===== src/rtl/movimento_executor.sv =====
// Timed H-bridge sequencer behind the movement decoder: continuous forward drive
// plus two-phase manoeuvres with dead time between every direction change.
module movimento_executor #(
  parameter int unsigned T_FASE1 = 4,
  parameter int unsigned T_FASE2 = 3,
  parameter int unsigned T_MORTO = 2
) (
  input  logic       clk,
  input  logic       rst_n,
  input  logic       cmd_frente,
  input  logic       cmd_frente_atras,
  input  logic       cmd_atras_frente,
  output logic       mot_frente,
  output logic       mot_atras,
  output logic       busy,
  output logic       done,
  output logic [2:0] estado
);

  localparam int unsigned T_MAX_12 = (T_FASE1 > T_FASE2) ? T_FASE1 : T_FASE2;
  localparam int unsigned T_MAX    = (T_MAX_12 > T_MORTO) ? T_MAX_12 : T_MORTO;
  localparam int unsigned CW       = $clog2(T_MAX + 1);

  typedef enum logic [2:0] {
    IDLE       = 3'd0,
    CONT_FWD   = 3'd1,
    SEQ_P1     = 3'd2,
    MORTO_MEIO = 3'd3,
    SEQ_P2     = 3'd4,
    MORTO_FIM  = 3'd5
  } state_t;

  state_t          r_state, w_state_nxt;
  logic [CW-1:0]   r_cnt, w_cnt_nxt;
  logic            r_dir_fwd, w_dir_nxt;
  logic            r_seq, w_seq_nxt;
  logic            r_mot_f, r_mot_a, r_done;
  logic            w_mot_f_nxt, w_mot_a_nxt, w_done_nxt;
  logic            w_last;

  assign w_last = (r_cnt == CW'(1));

  always_comb begin
    w_state_nxt = r_state;
    w_cnt_nxt   = r_cnt;
    w_dir_nxt   = r_dir_fwd;
    w_seq_nxt   = r_seq;
    w_done_nxt  = 1'b0;
    case (r_state)
      IDLE: begin
        if (cmd_frente_atras) begin
          w_state_nxt = SEQ_P1;
          w_dir_nxt   = 1'b1;
          w_cnt_nxt   = CW'(T_FASE1);
        end else if (cmd_atras_frente) begin
          w_state_nxt = SEQ_P1;
          w_dir_nxt   = 1'b0;
          w_cnt_nxt   = CW'(T_FASE1);
        end else if (cmd_frente) begin
          w_state_nxt = CONT_FWD;
          w_cnt_nxt   = '0;
        end
      end
      CONT_FWD: begin
        if (!cmd_frente || cmd_frente_atras || cmd_atras_frente) begin
          w_state_nxt = MORTO_FIM;
          w_cnt_nxt   = CW'(T_MORTO);
          w_seq_nxt   = 1'b0;
        end
      end
      SEQ_P1: begin
        if (w_last) begin
          w_state_nxt = MORTO_MEIO;
          w_cnt_nxt   = CW'(T_MORTO);
        end else begin
          w_cnt_nxt = r_cnt - CW'(1);
        end
      end
      MORTO_MEIO: begin
        if (w_last) begin
          w_state_nxt = SEQ_P2;
          w_cnt_nxt   = CW'(T_FASE2);
        end else begin
          w_cnt_nxt = r_cnt - CW'(1);
        end
      end
      SEQ_P2: begin
        if (w_last) begin
          w_state_nxt = MORTO_FIM;
          w_cnt_nxt   = CW'(T_MORTO);
          w_seq_nxt   = 1'b1;
        end else begin
          w_cnt_nxt = r_cnt - CW'(1);
        end
      end
      MORTO_FIM: begin
        if (w_last) begin
          w_state_nxt = IDLE;
          w_cnt_nxt   = '0;
          w_done_nxt  = r_seq;
        end else begin
          w_cnt_nxt = r_cnt - CW'(1);
        end
      end
      default: begin
        w_state_nxt = IDLE;
        w_cnt_nxt   = '0;
        w_seq_nxt   = 1'b0;
      end
    endcase

    // Drives are decoded from the next state so they register in step with it.
    w_mot_f_nxt = (w_state_nxt == CONT_FWD) ||
                  ((w_state_nxt == SEQ_P1) && w_dir_nxt) ||
                  ((w_state_nxt == SEQ_P2) && !w_dir_nxt);
    w_mot_a_nxt = ((w_state_nxt == SEQ_P1) && !w_dir_nxt) ||
                  ((w_state_nxt == SEQ_P2) && w_dir_nxt);
  end

  always_ff @(posedge clk or negedge rst_n) begin
    if (!rst_n) begin
      r_state   <= IDLE;
      r_cnt     <= '0;
      r_dir_fwd <= 1'b0;
      r_seq     <= 1'b0;
      r_mot_f   <= 1'b0;
      r_mot_a   <= 1'b0;
      r_done    <= 1'b0;
    end else begin
      r_state   <= w_state_nxt;
      r_cnt     <= w_cnt_nxt;
      r_dir_fwd <= w_dir_nxt;
      r_seq     <= w_seq_nxt;
      r_mot_f   <= w_mot_f_nxt;
      r_mot_a   <= w_mot_a_nxt;
      r_done    <= w_done_nxt;
    end
  end

  assign mot_frente = r_mot_f;
  assign mot_atras  = r_mot_a;
  assign done       = r_done;
  assign busy       = (r_state != IDLE);
  assign estado     = r_state;

endmodule

===== config.mk =====
export PLATFORM = sky130hd
export DESIGN_NAME = movimento_executor
export DESIGN_NICKNAME = d
export VERILOG_FILES = /design/src/rtl/movimento_executor.sv
export SDC_FILE = /design/constraint.sdc
export NUM_CORES = 1
export LEC_CHECK = 0
export BUFFER_PORTS_ARGS = -buffer_cell sky130_fd_sc_hd__buf_2
export CAP_MARGIN = 10
export CORE_AREA = 2 2 39 41
export CTS_BUF_LIST = sky130_fd_sc_hd__clkbuf_4 sky130_fd_sc_hd__clkbuf_8 sky130_fd_sc_hd__clkbuf_16
export DETAILED_ROUTE_END_ITERATION = 7
export DIE_AREA = 0 0 41 43
export HOLD_SLACK_MARGIN = 0.03
export PLACE_DENSITY = 0.76
export SLEW_MARGIN = 15
export SYNTH_ARGS = -nofsm -noshare
export SYNTH_HDL_FRONTEND = slang
export SYNTH_SLANG_ARGS = --single-unit

===== constraint.sdc =====
create_clock -name clk -period 2.5 [get_ports clk]
set_input_delay 0.25 -clock clk [delete_from_list [all_inputs] [get_ports clk]]
set_output_delay 0.25 -clock clk [all_outputs]
set_load 0.02 [all_outputs]

==> metrics.txt <==
Mapped Avg Cell Area between 9 and 10 um^2; Setup CP Type reg -> reg; Place WS 0.778 ns; min-delay worst type in -> reg; CP startpoint kind register; Site Rows 14; Nets 95; max_slew headroom 67.2%; sequential fraction of design power about a third; CTS tree done; Core Box Area 0.00138 mm^2; RR Startpoint estado[1]; Setup WS post-layout 0.748 ns; Pwr Total 1.13 mW; Synth Cell Area 696 um^2; CTS max path bufs 2; vias in the first global route roughly 540; first-pass GRT wire length 2420 um; Max-Cap Viols 0; clock buffer count from CTS 3; Detailed Place HPWL 1040 um; Avg Vias per Cell 5.67; synth warn 0; clk sinks 11; Critical Path AT 1.96 ns; FF/Latch Area ~280 um^2; worst-margin pin slew just under 0.5 ns; First-pass DRT Iterations 2; Final Hold Fails 0; Distinct cells, synth 35; sum of negative setup slack 0 ns; Chip Width 41 um; highest-count cells in the layout ignoring fill and taps dfrtp_1, buf_2, inv_1, nand2_1, a21oi_1; # port buffers 11; via count 584; wire length per cell about 13 um; largest net degree at the start of global routing 18; gr ovfl total 0; clock skew 0.00933 ns; # IOs 12; Post-Synthesis Cells 74; fraction of layout cells with a size suffix above 1 23.0%; CP Capture Type register; Psw 0.516 mW; clock share of power 11.6%; DRC 0; max-slew violations 0; Seq/Total Area, Yosys 39.6%; Internal approximately 0.61 mW; crit share post-route between 70% and 80%; filler cell count 134; H-tree depth 1; footprint of the multi-input gates 384 um^2; number of DRC markers in iteration 0 13; setup repair bufs after CTS 0; Die Y 43 um; pwr dens between 1000 and 1500 mW/mm^2; clk_lat worst skew around 0.27 ns; clock slew at reported path FFs 0.08 ns; Crit Path Max Fanout 15; Resized cells post-CTS 0; initial antenna violation count 0; outcome finished, final reports clean; die area 0.00176 mm^2; Min Hold Slack 0.343 ns; f_max around 0.57 GHz; hold path start cmd_frente_atras; Peak supply drop ~0.78 mV; Starting Density 50.3%; RSZ-0062 raised after global routing no; min Tclk post-route 1.75 ns; final setup vio count 0; antenna viol nets, final 0; Routed WL 1360 um; synthesis-to-layout area growth 14.6%; crit path launch estado[1]; antenna diode count 0; P_leak about 0.36 nW; GPL Wtd Cong between 0.8 and 0.9; Tot GR Track Use 20.0%; FF+latch count, synth 11; combinational power share between 50% and 60%; clk root buf clkbuf_4; sw frac a little under half; Req. time, crit path about 2.7 ns; syn_nets 81; cts hold-fix bufs 1
sequential cells by signal, indices dropped and copies added (netlist names):
signal,cells
r_cnt,3
done,1
r_dir_fwd,1
mot_frente,1
r_seq,1
estado,3
mot_atras,1
kinds of logic (layout without fill, tap and decap cells):
group           count (synthesis)  count (layout)  share of synthesized area [%]
fa+ha+maj                       2               2                           3.60
simple gates                   27              27                           22.8
xor+xnor                        2               2                           2.52
compound gates                 21              21                           23.4
mux                             2               2                           2.88
flops                          11              11                           39.6
buf+inv                         9              22                           5.22
routing by layer:
layer  routed length (um)  global-route usage, %
met1                  635                   29.8
met2                  695                   29.1
met3                   26                   3.14
met4                    6                   6.00
met5                    0                      0
path summary, 6_finish.rpt:
path / depth (start not counted) / to / slack, ns
setup reg to reg: 5 / mot_frente / 0.75
hold reg to reg: 1 / r_cnt[1] / 0.48
hold / removal: 3 / r_dir_fwd / 0.34
max in group asynchronous: 2 / mot_atras / 1.90
min in group asynchronous: 2 / r_cnt[2] / 0.38
setup / recovery: 5 / mot_frente / 0.75
critical path, stage by stage, from the launching register on:
cell	delay, ns
dfrtp_1	0.55
or3_4	0.49
o22ai_4	0.21
o211ai_1	0.13
mux2i_1	0.16
a22o_1	0.15
cell usage after synthesis:
master    number  area share, %
o21ai_0        2            1.4
inv_1          6            3.2
o21a_1         1            1.1
nand3b_1       1            1.1
clkbuf_1       1           0.54
o211ai_1       1            1.1
a32o_1         1            1.4
o22a_1         1            1.3
nor3b_2        1            1.8
and3_1         1           0.90
o22ai_4        1            2.9
nand3_1        2            1.4
a21o_1         1            1.1
buf_2          2            1.4
ha_1           2            3.6
o22ai_2        1            1.8
o22ai_1        1           0.90
dfrtp_1       11             40
nor3_1         2            1.4
o31ai_1        1            1.1
nor4b_2        1            2.2
nand2_1        6            3.2
a22o_1         1            1.3
xnor2_1        2            2.5
nor2b_1        3            2.7
nor3b_1        1            1.1
a221oi_1       1            1.3
o311ai_0       1            1.3
nand2b_1       1           0.90
or3_4          1            1.6
nor2_1         5            2.7
and2_1         2            1.8
a21oi_1        6            4.3
a311oi_1       1            1.3
mux2i_1        2            2.9
stage by stage:
stage                     cells  util [%]  instance area [um^2]
after floorplan              74         -                   696
after CTS                   103      57.6                   797
final                       103      57.6                   797
after global routing        103      57.6                   797
after detailed placement     98      54.7                   757
after global placement       98      54.7                   757
cell type report:
cell class	instances	share of cell area, %
tap	16	2.51
sequential	11	34.5
clock buffer	4	3.77
inverter	6	2.83
timing repair buffer	12	8.16
multi-input combinational	54	48.2
power groups by stage:
| stage | Combinational (mW) | Clock, mW | Sequential [mW] |
|---|---|---|---|
| finish | 0.628 | 0.131 | 0.369 |
| global route | 0.704 | 0.141 | 0.386 |
| CTS | 0.631 | 0.136 | 0.369 |
| detailed placement | 0.628 | 0 | 0.373 |
| global placement | 0.611 | 0 | 0.370 |
| floorplan | 0.517 | 0 | 0.345 |
No activity file was read; power rests on OpenSTA's default activity.
